## config.mk

```make
export PLATFORM = sky130hd
export DESIGN_NAME = register_file
export DESIGN_NICKNAME = d
export VERILOG_FILES = /design/src/rtl/rv32_pkg.sv /design/src/rtl/decoder_5_to_32.sv /design/src/rtl/flopr_ena.sv /design/src/rtl/mux32.sv /design/src/rtl/register_file.sv
export SDC_FILE = /design/constraint.sdc
export NUM_CORES = 2
export LEC_CHECK = 0
export ABC_AREA = 1
export BUFFER_PORTS_ARGS = -buffer_cell sky130_fd_sc_hd__buf_2
export CAP_MARGIN = 20
export CORE_MARGIN = 2
export CORE_UTILIZATION = 36
export DETAILED_ROUTE_END_ITERATION = 16
export GPL_TIMING_DRIVEN = 0
export PLACE_DENSITY_LB_ADDON = 0.15
export SLEW_MARGIN = 40
export SYNTH_ARGS = -nofsm -noshare
export SYNTH_HDL_FRONTEND = slang
export SYNTH_HIERARCHICAL = 1
export SYNTH_SLANG_ARGS = --single-unit
export TNS_END_PERCENT = 100
```

## constraint.sdc

```tcl
create_clock -name clk -period 1.43 [get_ports clk]
set_input_delay 0.143 -clock clk [delete_from_list [all_inputs] [get_ports clk]]
set_output_delay 0.143 -clock clk [all_outputs]
set_load 0.02 [all_outputs]
```

## src/rtl/rv32_pkg.sv

```systemverilog
// Shared RV32 register-file constants and ABI register names.
package rv32_pkg;

  localparam int REG_ADDR_W = 5;
  localparam int REG_COUNT  = 32;

  // ABI names in architectural index order (x00..x31).
  typedef enum logic [REG_ADDR_W-1:0] {
    ZERO, RA, SP, GP, TP, T0, T1, T2,
    S0, S1, A0, A1, A2, A3, A4, A5,
    A6, A7, S2, S3, S4, S5, S6, S7,
    S8, S9, S10, S11, T3, T4, T5, T6
  } reg_idx_e;

endpackage

```

## src/rtl/decoder_5_to_32.sv

```systemverilog
// One-hot decoder turning a 5-bit register index into a single write strobe.
module decoder_5_to_32 (
  input  logic        ena,
  input  logic [4:0]  in,
  output logic [31:0] out
);

  // Raise exactly one output bit for the addressed register, or none when disabled.
  always_comb begin
    out = '0;
    if (ena) out[in] = 1'b1;
  end

endmodule

```

## src/rtl/flopr_ena.sv

```systemverilog
// N-bit enabled flop with asynchronous active-low clear.
module flopr_ena #(
  parameter int N = 32
) (
  input  logic         clk,
  input  logic         rst,
  input  logic         ena,
  input  logic [N-1:0] d,
  output logic [N-1:0] q
);

  // Clear immediately on rst low; otherwise load d on enabled rising edges.
  always_ff @(posedge clk or negedge rst) begin
    if (!rst)     q <= '0;
    else if (ena) q <= d;
  end

endmodule

```

## src/rtl/mux32.sv

```systemverilog
// 32:1 word multiplexer over a flattened bus of 32 N-bit words.
module mux32 #(
  parameter int N = 32
) (
  input  logic [32*N-1:0] in,
  input  logic [4:0]      sel,
  output logic [N-1:0]    out
);

  // Purely combinational word select; word k occupies bits [k*N +: N].
  always_comb begin
    out = in[32'(sel)*N +: N];
  end

endmodule

```

## src/rtl/register_file.sv

```systemverilog
// Two-read, one-write register file with hardwired-zero x00.
// Writes land on the rising edge; reads are combinational with no bypass,
// so a same-cycle read of the written address returns the old value.
module register_file
  import rv32_pkg::*;
#(
  parameter int N = 32,
  parameter int L = REG_COUNT
) (
  input  logic                  clk,
  input  logic                  rst,
  input  logic                  wr_ena,
  input  logic [REG_ADDR_W-1:0] wr_addr,
  input  logic [N-1:0]          wr_data,
  input  logic [REG_ADDR_W-1:0] rd_addr0,
  output logic [N-1:0]          rd_data0,
  input  logic [REG_ADDR_W-1:0] rd_addr1,
  output logic [N-1:0]          rd_data1
);

  logic [REG_COUNT-1:0]   wen;
  logic [REG_COUNT*N-1:0] regs;
  logic                   unused_wen0;

  decoder_5_to_32 u_wr_dec (
    .ena (wr_ena),
    .in  (wr_addr),
    .out (wen)
  );

  // x00 has no storage, so its strobe is intentionally dropped.
  assign unused_wen0 = wen[ZERO];

  // x00 always reads as zero.
  assign regs[N-1:0] = '0;

  for (genvar i = 1; i < L; i++) begin : g_reg
    flopr_ena #(.N(N)) u_reg (
      .clk (clk),
      .rst (rst),
      .ena (wen[i]),
      .d   (wr_data),
      .q   (regs[i*N +: N])
    );
  end

  mux32 #(.N(N)) u_rd0 (
    .in  (regs),
    .sel (rd_addr0),
    .out (rd_data0)
  );

  mux32 #(.N(N)) u_rd1 (
    .in  (regs),
    .sel (rd_addr1),
    .out (rd_data1)
  );

endmodule

```

Word-level counts from Yosys, hierarchy flattened:

Index checks and enable logic that the tools add are counted.

* input bits: 50
* register bits: 992
* output and inout bits: 64
* word-level logic and storage cells: 39

* reduce and logical (&&, ||, !) cells: 1
* shifts and indexed selects: 2
* muxes and demuxes: 3
* magnitude comparators: 2

Operators with widths (count)
* 1024-bit by 11-bit indexed part select with 32-bit output: 2
* 32-bit 2-to-1 mux: 1
* 5-bit by 6-bit less-than comparator with 1-bit output (second input constant): 1
* 1-bit demux with 5-bit select: 1
* 5-bit by 1-bit >= comparator with 1-bit output (second input constant): 1
* 1-bit logical AND: 1
* 1-bit 2-to-1 mux: 1

Depth between registers and ports, before layout:

* depth in word-level cells: 5
* mapped depth: 12
* depth with buffers taken out: 9

Hierarchy:

Netlist, hierarchy kept.

Modules (own cells, without submodules)
* flopr_ena: area an instance 1292.5 um^2, instances 31, sequential area each 800.8 um^2, cells each 136
* mux32: area an instance 10796.6 um^2, instances 2, sequential area each 0.0 um^2, cells each 2431
* decoder_5_to_32: area an instance 200.2 um^2, instances 1, sequential area each 0.0 um^2, cells each 50
* register_file: area an instance 3.8 um^2, instances 1, sequential area each 0.0 um^2, cells each 1

Worst setup path before layout:

OpenSTA, ideal clock, no wires.

* path kind: input to output
* start: in rd_addr0[0]
* end: out rd_data0[12]
* slack: 0.124 ns
* data required time: 1.287 ns
* arrival: 1.163 ns
* path buffers: 3
* stages on the path: 12
* cells stage by stage: buf_6 -> inv_8 -> buf_6 -> buf_6 -> nand2_1 -> nand3_1 -> nand3_1 -> nand2_1 -> nand2_1 -> nand2_1 -> nand2_1 -> nand2_1

* longest elaborated chain between the ends: 1

Ends and longest elaborated chain
* from (decl): line register_file.sv:15 `input logic [REG_ADDR_W-1:0] rd_addr0,`
* 1024-bit by 11-bit indexed part select with 32-bit output: line mux32.sv:12 `out = in[32'(sel)*N +: N];`
* to (decl): line register_file.sv:16 `output logic [N-1:0] rd_data0,`

Every way passes these cells.

Worst setup path after layout:

* start: in rd_addr0[2]
* end: out rd_data0[13]

The elaborated chain is that of the path after synthesis.

==> qor.csv <==
stage,metric,value,unit
run_status,run_status,finished with violations,
run_status,violations,"hold timing, setup timing",
clocking,clkTransAtPathRegs,0.06,ns
die,rows,152,
setup_path,cp-end-kind,output port,
placed_design,dp_cells,11500,
drt,firstDrtPassIters,8,
sta,fmax,407,MHz
drt,drt-total-wl,334,mm
placed_design,gp_congestion,1.00,
pwr,vdd_drop_max,1.09,mV
clocking,root_buffer,clkbuf_16,
global_route,grt_pass1_vias,61500,
setup_path,crit_arrival,2.32,ns
setup_path,path_class,in -> out,
drt,via_per_inst,5.54,
global_route,grt_use_total,36.8,%
setup_path,r2r_slack,0.56,ns
drt,detail_route.wl_per_cell,27.7,microns
sta,worstMarginPinSlew,1.11,ns
sta,post-route-period-util,172,%
sta,hold_viol,40,
layout,post-route-util,45.6,%
sta,finalSetupViolCount,807,
setup_path,r2r_cells,4,
layout,top_regs,g.u_reg/q (992),
placed_design,place_hpwl,236,mm
logic_synthesis,syn_area_per_cell,6.78,sq um
global_route,grt_overflow,0,
min_path,hold_path_class,in -> async,
drt,drt-initial-drc-count,8931,
layout,layout-drive-gt1-share,25.7,%
drt,route.antenna.remaining_nets,0,
die,ioPinCount,114,
global_route,antenna_found_initial,21,
sta,min_period,2.46,ns
die,start_util,36.1,%
sta,tns,-397.99,ns
global_route,grt_max_degree,100,
sta,fin_skew,0,ns
layout,final_common_cell,nand2_1,
clocking,clkLatencyLatePin,0.79,ns
clocking,cts_tree,done,
drt,drc,0,
layout,largest_register_ffs,992,
logic_synthesis,syn-instance-count,9128,
drt,via_count,66800,
layout,layout_common_cells,"5044 x nand2_1, 1066 x nand3_1, 985 x dfrtp_1",
job,maxCapViolCount,0,
logic_synthesis,ys_warn_count,6,
sta,hold_slack,-0.0651,ns
die,fp.dieArea,0.175,sq mm
placed_design,portBuffers,107,
sta,rsz0062_at_grt,true,
setup_path,critPathLaunchType,primary input,
layout,top_register,g.u_reg/q,
sta,layout_setup_ws,-1.03,ns
layout,instances_no_fill,12100,
layout,fillers,17400,
sta,slew_headroom,26.2,%
global_route,grt_pass1_wl,460,mm
setup_path,required,1.29,ns
sta,slew_violations,0,
layout,nets,9759,
logic_synthesis,synth_area,0.0619,sq mm
die,die_y,419,microns
pwr,power.density,1240,mW/mm^2
placed_design,dp_slack,-1.52,ns
die,core,0.171,sq mm
clocking,cts_sinks,992,
setup_path,crit_path_max_fanout,10,
pwr,leakage,40.1,nW
clocking,ctsLongestPathBuffers,3,
layout,area_growth,26.3,%
clocking,htreeDepth,3,
die,fp.dieW,419,microns
clocking,cts_made_buffers,119,
-- final cells by class --
class | instances | area [sq um] | share of cell area (%)
Multi-Input combinational cell | 7500 | 35800 | 45.8
Sequential cell | 992 | 24800 | 31.8
Clock inverter | 43 | 703 | 0.900
Tap cell | 2233 | 2790 | 3.58
Inverter | 46 | 420 | 0.538
Timing Repair Buffer | 397 | 3940 | 5.04
Clock buffer | 177 | 3490 | 4.46
Antenna cell | 14 | 35.0 | 0.0448
Buffer | 653 | 6130 | 7.84
-- path summary, 6_finish.rpt --
check / start / endpoint
max reg2reg: g_reg[23].u_reg/q[5] / g_reg[23].u_reg/q[5]
min: rst / g_reg[11].u_reg/q[23]
min in group clk: wr_data[11] / g_reg[28].u_reg/q[11]
max: rd_addr0[2] / rd_data0[13]
min reg2reg: g_reg[1].u_reg/q[18] / g_reg[1].u_reg/q[18]
max in group asynchronous: rst / g_reg[30].u_reg/q[13]
-- critical path: stages --
cell and delay, ns:
buf_2 0.18, inv_1 0.08, buf_2 0.50, clkbuf_2 0.47, nand3_1 0.17, nand2_1 0.10
nand2_1 0.06, nand2_2 0.17, nand2_2 0.09, nand2_4 0.18, buf_6 0.15
-- where the power goes --
group	switching, mW	total, mW	internal, mW
logic	16.1	25.6	9.50
clock network	13.8	33.4	19.6
registers	4.72	38.0	33.3
-- stage by stage --
| step | total power [mW] | area [sq um] |
|---|---|---|
| global route | 101 | 78100 |
| CTS | 94.0 | 74400 |
| finish | 97.0 | 78100 |
| floorplan | 49.6 | 62100 |
| global placement | 57.4 | 65400 |
| detailed placement | 58.1 | 65900 |
-- layer usage --
metal | GRT usage, % | up-vias | part of all wire [%]
met5 | 0 | - | 0.025
met4 | 25.3 | 14 | 8.2
met3 | 8.45 | 1140 | 9.7
met2 | 57.1 | 3987 | 44
met1 | 45.5 | 31900 | 38
li1 | - | 29700 | -
-- repair_timing --
action,in CTS,in global routing
hold buffers,43,1
gates resized for setup,832,575
setup buffers,98,119
hold endpoints to repair,1317,47
setup endpoints to repair,264,521
pin swaps,399,489
gates cloned,4,12
(Power assumes the default switching activity.)
